File: config.mk
export PLATFORM = sky130hd
export DESIGN_NAME = id_ex_pipe_reg
export DESIGN_NICKNAME = d
export VERILOG_FILES = /design/src/rtl/riscv_pkg.sv /design/src/rtl/load_use_detect.sv /design/src/rtl/id_ex_pipe_reg.sv
export SDC_FILE = /design/constraint.sdc
export NUM_CORES = 1
export LEC_CHECK = 0
export BUFFER_PORTS_ARGS = -buffer_cell sky130_fd_sc_hd__clkbuf_2
export CAP_MARGIN = 20
export CORE_AREA = 2 2 221 223
export DETAILED_ROUTE_END_ITERATION = 16
export DIE_AREA = 0 0 223 225
export PLACE_DENSITY_LB_ADDON = 0.25
export REMOVE_ABC_BUFFERS = 1
export SLEW_MARGIN = 25
export SYNTH_ARGS = -nofsm -noshare
export SYNTH_HDL_FRONTEND = slang
export SYNTH_SLANG_ARGS = --single-unit
export TNS_END_PERCENT = 30
File: constraint.sdc
create_clock -name clk -period 0.95 [get_ports clk]
set_input_delay 0.0475 -clock clk [delete_from_list [all_inputs] [get_ports clk]]
set_output_delay 0.0475 -clock clk [all_outputs]
set_load 0.005 [all_outputs]
File: src/rtl/riscv_pkg.sv
// Shared RV64 core definitions: control word layout, ALU op encoding, opcodes.
package riscv_pkg;

    localparam int XLEN       = 64;
    localparam int REG_ADDR_W = 5;

    typedef enum logic [1:0] {
        ADD   = 2'b00,
        BR    = 2'b01,
        RTYPE = 2'b10
    } alu_op_t;

    // Field order fixes the bit layout: alu_src is the MSB, alu_op the two LSBs.
    typedef struct packed {
        logic    alu_src;
        logic    mem_to_reg;
        logic    reg_write;
        logic    mem_read;
        logic    mem_write;
        logic    branch;
        alu_op_t alu_op;
    } ctrl_t;

    localparam logic [6:0] LOAD   = 7'b0000011;
    localparam logic [6:0] STORE  = 7'b0100011;
    localparam logic [6:0] OP     = 7'b0110011;
    localparam logic [6:0] OP_IMM = 7'b0010011;
    localparam logic [6:0] BRANCH = 7'b1100011;

endpackage

File: src/rtl/load_use_detect.sv
// Load-use hazard detector: flags a decode instruction that needs the result
// of the load currently in EX, which is not available until after MEM.
module load_use_detect #(
    parameter int REG_ADDR_W = 5
) (
    input  logic                  ex_valid,
    input  logic                  ex_mem_read,
    input  logic [REG_ADDR_W-1:0] ex_rd,
    input  logic                  id_valid,
    input  logic [REG_ADDR_W-1:0] id_rs1,
    input  logic [REG_ADDR_W-1:0] id_rs2,
    input  logic                  id_alu_src,
    input  logic                  id_mem_write,
    output logic                  lu
);

    logic rs1_hit;
    logic rs2_hit;

    // rs2 only matters when it is really read: R-type/branch (alu_src=0) or store data.
    // A load to x0 never produces a value, so it can never cause a hazard.
    always_comb begin
        rs1_hit = (ex_rd == id_rs1);
        rs2_hit = (ex_rd == id_rs2) & (~id_alu_src | id_mem_write);
        lu      = ex_valid & ex_mem_read & id_valid & (ex_rd != '0) & (rs1_hit | rs2_hit);
    end

endmodule

File: src/rtl/id_ex_pipe_reg.sv
// ID/EX pipeline register for the RV64 core. Captures the decode slot, inserts
// bubbles on flush (and on load-use hazards), and requests an upstream stall.
// Build option: define ID_EX_HAZARD_EN to enable load-use detection; without it
// the core relies on the compiler to schedule around load-use hazards.
module id_ex_pipe_reg
    import riscv_pkg::*;
#(
    parameter int XLEN       = 64,
    parameter int REG_ADDR_W = 5
) (
    input  logic                  clk,
    input  logic                  reset,
    input  logic                  id_valid,
    input  logic [XLEN-1:0]       id_pc,
    input  logic [XLEN-1:0]       id_rs1_data,
    input  logic [XLEN-1:0]       id_rs2_data,
    input  logic [XLEN-1:0]       id_imm,
    input  logic [REG_ADDR_W-1:0] id_rs1,
    input  logic [REG_ADDR_W-1:0] id_rs2,
    input  logic [REG_ADDR_W-1:0] id_rd,
    input  logic [3:0]            id_funct,
    input  ctrl_t                 id_ctrl,
    input  logic                  flush,
    input  logic                  hold,
    output logic                  ex_valid,
    output logic [XLEN-1:0]       ex_pc,
    output logic [XLEN-1:0]       ex_rs1_data,
    output logic [XLEN-1:0]       ex_rs2_data,
    output logic [XLEN-1:0]       ex_imm,
    output logic [REG_ADDR_W-1:0] ex_rs1,
    output logic [REG_ADDR_W-1:0] ex_rs2,
    output logic [REG_ADDR_W-1:0] ex_rd,
    output logic [3:0]            ex_funct,
    output ctrl_t                 ex_ctrl,
    output logic                  stall_up
);

    logic clear;

`ifdef ID_EX_HAZARD_EN
    logic lu;

    load_use_detect #(
        .REG_ADDR_W (REG_ADDR_W)
    ) u_load_use_detect (
        .ex_valid     (ex_valid),
        .ex_mem_read  (ex_ctrl.mem_read),
        .ex_rd        (ex_rd),
        .id_valid     (id_valid),
        .id_rs1       (id_rs1),
        .id_rs2       (id_rs2),
        .id_alu_src   (id_ctrl.alu_src),
        .id_mem_write (id_ctrl.mem_write),
        .lu           (lu)
    );

    // A hazard bubble only loads when hold is not freezing the register.
    always_comb begin
        clear    = reset | flush | (~hold & lu);
        stall_up = ~reset & ~flush & (hold | lu);
    end
`else
    // Without hazard detection only reset and flush empty the EX slot.
    always_comb begin
        clear    = reset | flush;
        stall_up = ~reset & ~flush & hold;
    end
`endif

    // Priority reset > flush > hold > bubble > capture; a bubble is an all-zero slot.
    always_ff @(posedge clk) begin
        if (clear) begin
            ex_valid    <= 1'b0;
            ex_pc       <= '0;
            ex_rs1_data <= '0;
            ex_rs2_data <= '0;
            ex_imm      <= '0;
            ex_rs1      <= '0;
            ex_rs2      <= '0;
            ex_rd       <= '0;
            ex_funct    <= '0;
            ex_ctrl     <= '0;
        end else if (!hold) begin
            ex_valid    <= id_valid;
            ex_pc       <= id_pc;
            ex_rs1_data <= id_rs1_data;
            ex_rs2_data <= id_rs2_data;
            ex_imm      <= id_imm;
            ex_rs1      <= id_rs1;
            ex_rs2      <= id_rs2;
            ex_rd       <= id_rd;
            ex_funct    <= id_funct;
            ex_ctrl     <= id_valid ? id_ctrl : '0;
        end
    end

endmodule

# --- Yosys cells after proc, flatten, opt, wreduce, memory -nomap -nowiden ---
# Cells that the tools add are included.
# Widths: inputs -> output; s select.
word_totals:
  reg_bits: 284
  input_bits: 288
  out_inout_bits: 285
  word_cells: 22
classes:
  n_mux: 1
  bitwise_logic: 5
op_table:
  columns: ["cell", "n"]
  rows:
  - ["$mux 8", 1]
  - ["$and 1x1->1", 2]
  - ["$not 1->1", 2]
  - ["$or 1x1->1", 1]

# --- Depth between registers and ports, before layout ---
logic_depth:
  depth_word: 3
  mapped_depth: 5
  mapped_depth_nobuf: 2

# --- Least setup slack after synthesis ---
# OpenSTA, ideal clock, no wires.
synth_timing:
  path_kind: "input to register"
  startpoint: "input hold"
  endpoint: "register ex_pc[0]"
  setup_time_ps: 114
  t_arrival_ps: 716
  required_ps: 836
  slack_ps: 120
  path_stages: 5
  n_path_buf: 3
  path_cell_list: "buf_4 -> buf_4 -> buf_4 -> mux2i_1 -> nor2_1"
synth_rtl:
  columns: ["item", "line_no", "rtl"]
  rows:
  - ["from (decl)", "id_ex_pipe_reg.sv:24", "input logic hold,"]
  - ["to (signal assigned)", "id_ex_pipe_reg.sv:85", "ex_pc <= id_pc;"]
  - ["to (decl)", "id_ex_pipe_reg.sv:26", "output logic [XLEN-1:0] ex_pc,"]

# --- Worst setup path after layout ---
layout_timing:
  startpoint: "register ex_rs1_data[48]"
  endpoint: "output ex_rs1_data[48]"
layout_rtl:
  columns: ["item", "line_no", "rtl"]
  rows:
  - ["from (decl)", "id_ex_pipe_reg.sv:27", "output logic [XLEN-1:0] ex_rs1_data,"]
  - ["from (signal assigned)", "id_ex_pipe_reg.sv:86", "ex_rs1_data <= id_rs1_data;"]
# No word-level cell between the ends.

==> results.json <==
{
  "cell_int_power_mw": 23.0,
  "ant_nets": 0,
  "portion_of_total_power_attributed_to_sequential_cells_pct": 42.4,
  "boundaryPins": 573,
  "synth_mux_area_share_pct": 27.0,
  "swShare_pct": 22.9,
  "synth_edf_count": 0,
  "clkLatencyLatePin_ns": 0.52,
  "ys_top_cells_by_count": "sky130_fd_sc_hd__dfxtp_1, sky130_fd_sc_hd__nor2_1, sky130_fd_sc_hd__mux2i_1",
  "cts.root.buffer_cell": "sky130_fd_sc_hd__clkbuf_16",
  "main_combinational_cell_family_by_area_after_synthesis": "multiplexers",
  "vias": 9899,
  "clock.fmax_ghz": 0.957,
  "std_cell_rows": 80,
  "globalRouteOverflowTotal": 0,
  "timing.setup.tns_ns": -12.66,
  "chipHeight_um": 225,
  "hold_path_class": "in2reg",
  "area_growth_pct": 90.0,
  "place.gp.congestion": 0.791,
  "final.min_clock_period_ns": 1.05,
  "proportion_of_layout_cells_with_a_drive_suffix_above_1_pct": 52.5,
  "post_synthesis_compound_gate_area_fraction_pct": 0.392,
  "worst_slew_pin_slew_ns": 0.335,
  "timing.critical_path.max_delay_family": "flip-flops",
  "drc": 0,
  "layout_worst_path_cycle_share_pct": 110,
  "place_hpwl_um": 25500,
  "postPlaceCellArea_mm2": 0.0139,
  "leakagePower_nw": 9.38,
  "start_util_pct": 21.5,
  "yosys.area_share.simple_pct": 11.1,
  "maxSlewHeadroom_pct": 77.6,
  "synth-warning-count": 0,
  "worstSetupStartpointType": "flop",
  "die_area_mm2": 0.0502,
  "synth_top_flop_cell": "sky130_fd_sc_hd__dfxtp_1",
  "power.net_switching_mw": 6.84,
  "final-setup-viol-count": 284,
  "pin_count_of_the_biggest_net_entering_global_routing": 46,
  "slew_violations": 0,
  "hold_violations": 0,
  "design_area_mm2": 0.0194,
  "post_synth_main_area_contributors": "sky130_fd_sc_hd__dfxtp_1, sky130_fd_sc_hd__mux2i_1, sky130_fd_sc_hd__nor2_1",
  "floorplan.die.width_um": 223,
  "unrepaired_setup_endpoints_after_global_routing": "yes",
  "critical_path.endpoint_type": "output pin",
  "crit_fanout": 2,
  "buffer_ports.inserted": 572,
  "synth.ff_latch_count": 284,
  "yosysTopAreaCellShare_pct": 55.6,
  "cp_data_arrival_time_ns": 1.00,
  "drt-initial-drc-count": 278,
  "yosysTopAreaCell": "sky130_fd_sc_hd__dfxtp_1",
  "drtPass1Iterations": 4,
  "design.final.nets": 2115,
  "yosysMostFrequentCell": "sky130_fd_sc_hd__dfxtp_1",
  "floorplan.core_area_mm2": 0.0475,
  "synthesis.area_per_instance_um2": 11.0,
  "routed_via_count_divided_by_cell_count": 4.02,
  "cp_slowest_stage_delay_ns": 0.35,
  "synth-async-reset-ratio_pct": 0,
  "critPathKind": "reg2out",
  "worst_slack_ns": -0.0954,
  "critical_path.n_buffers_inverters": 1,
  "max_cap_viol_count": 0,
  "irDropWorstVdd_mv": 1.33,
  "first_global_vias": 10400,
  "tritoncts": "done",
  "netlist_instances": 929,
  "violations_in_the_final_reports": "negative setup slack",
  "chain_of_cells_forming_the_critical_path": "buf_6",
  "groute.usage.overall_pct": 13.7,
  "synthXorXnorAreaFrac_pct": 0,
  "critical_path.slowest_cell": "sky130_fd_sc_hd__dfxtp_4",
  "post_drt_wl_per_cell_um": 15.0,
  "count_of_h_tree_levels_built_during_cts": 2,
  "ys_types": 13,
  "share_clk_of_total_power_pct": 43.9,
  "grt_first_pass_wirelength_um": 55100,
  "antenna_found_initial": 0,
  "worst_setup_hold_path_clk_slew_ns": 0.06,
  "clock-skew-final_ns": 0,
  "worst-endpoint-required_ns": 0.90,
  "cts_buffer_depth": 3,
  "syn-cell-area_mm2": 0.0102,
  "power.total_mw": 29.8,
  "num_clock_sinks": 284,
  "combinationalPowerShare_pct": 13.7,
  "synthAdderAreaFrac_pct": 0,
  "seq_area_frac_synth_pct": 55.6,
  "cts_buffers": 35,
  "postRouteWirelength_um": 36900,
  "outcome": "complete, but fails checks",
  "powerDensity_mw_per_mm2": 1540
}
-- cells by family after synthesis --
kind of cell	after synthesis
buffers and inverters	67
AOI/OAI and AO/OA	8
muxes	276
DFF	284
and+or+nand+nor	294
-- placed cells by master (no fill, tap or decap), types with 2 or more instances in the layout --
cell,Yosys,routed
sky130_fd_sc_hd__clkbuf_16,0,37
sky130_fd_sc_hd__nand2_1,8,8
sky130_fd_sc_hd__clkbuf_2,0,417
sky130_fd_sc_hd__nand3b_1,8,8
sky130_fd_sc_hd__dlygate4sd3_1,0,292
sky130_fd_sc_hd__dfxtp_2,0,281
sky130_fd_sc_hd__buf_4,29,41
sky130_fd_sc_hd__nor2_1,277,277
sky130_fd_sc_hd__a21oi_1,8,7
sky130_fd_sc_hd__buf_6,31,151
sky130_fd_sc_hd__buf_12,0,21
sky130_fd_sc_hd__buf_8,0,4
sky130_fd_sc_hd__diode_2,0,2
sky130_fd_sc_hd__clkbuf_8,0,9
sky130_fd_sc_hd__mux2i_1,276,276
sky130_fd_sc_hd__clkbuf_1,4,8
sky130_fd_sc_hd__dfxtp_4,0,3
-- path summary, 6_finish.rpt --
path	endpoint	start	slack, ns	cells after the start
worst max-delay path	ex_rs1_data[48]	ex_rs1_data[48]$_SDFFE_PP0N_	-0.1	1
worst min-delay path	ex_ctrl[2]$_SDFFE_PP0N_	hold	0.04	4
worst max register to register	ex_pc[2]$_SDFFE_PP0N_	ex_pc[2]$_SDFFE_PP0N_	0.20	3
worst min register to register	ex_ctrl[0]$_SDFFE_PP0N_	ex_ctrl[0]$_SDFFE_PP0N_	0.47	2
-- registers in the layout, indices dropped and copies added (netlist names) --
register,flops
ex_rs2_data,64
ex_ctrl,8
ex_rs2,5
ex_rs1,5
ex_funct,4
ex_valid,1
ex_imm,64
ex_rs1_data,64
ex_rd,5
ex_pc,64
-- routing by layer --
| layer | part of all wire (%) | global-route usage, % | up-vias |
|---|---|---|---|
| met3 | 6.6 | 3.91 | 69 |
| met1 | 39 | 15.1 | 4605 |
| met2 | 52 | 24.9 | 357 |
| met4 | 2.8 | 5.24 | 0 |
| met5 | 0 | 0 | - |
| li1 | - | - | 4868 |
-- stage by stage --
| stage | utilization, % | setup WS [ns] | hold slack (ns) | std cells |
|---|---|---|---|---|
| floorplan | - | -4.01 | 0.166 | 863 |
| global placement | 29.3 | -0.0408 | 0.276 | 2100 |
| detailed placement | 29.3 | -0.0746 | 0.286 | 2100 |
| CTS | 38.7 | -0.176 | 0.000945 | 2455 |
| global route | 40.8 | -0.148 | 0.0254 | 2463 |
| finish | 40.8 | -0.0954 | 0.0367 | 2465 |
-- what timing repair did --
item / in CTS / in global routing
pin swaps: 0 / 0
resized for setup: 287 / 284
setup buffers: 4 / 8
hold buffers: 293 / 0
setup endpoints to repair: 284 / 285
endpoints found under the hold margin: 284 / 0
-- worst register-to-register path: stages, from the launching register on --
cell and delay (ns):
sky130_fd_sc_hd__dfxtp_2 0.33, sky130_fd_sc_hd__buf_4 0.12, sky130_fd_sc_hd__mux2i_1 0.14, sky130_fd_sc_hd__nor2_1 0.05
-- area by class of cell --
class                      count  area [µm²]
timing repair buffer         927        7510
clock inverter                 4        52.6
tap                          615         769
fill                        4565       28100
antenna                        2        5.00
sequential                   284        6050
clock buffer                  54        1080
inverter                       1        3.75
multi-input combinational    578        3950
-- power groups by stage --
| stage | Sequential [mW] | Combinational (mW) | Clock [mW] |
|---|---|---|---|
| global route | 12.7 | 4.39 | 14.0 |
| finish | 12.6 | 4.08 | 13.1 |
| detailed placement | 12.8 | 2.81 | 0 |
| CTS | 12.6 | 3.84 | 13.6 |
| floorplan | 12.8 | 1.00 | 0 |
| global placement | 12.8 | 2.79 | 0 |
No activity file was read; power rests on OpenSTA's default activity.
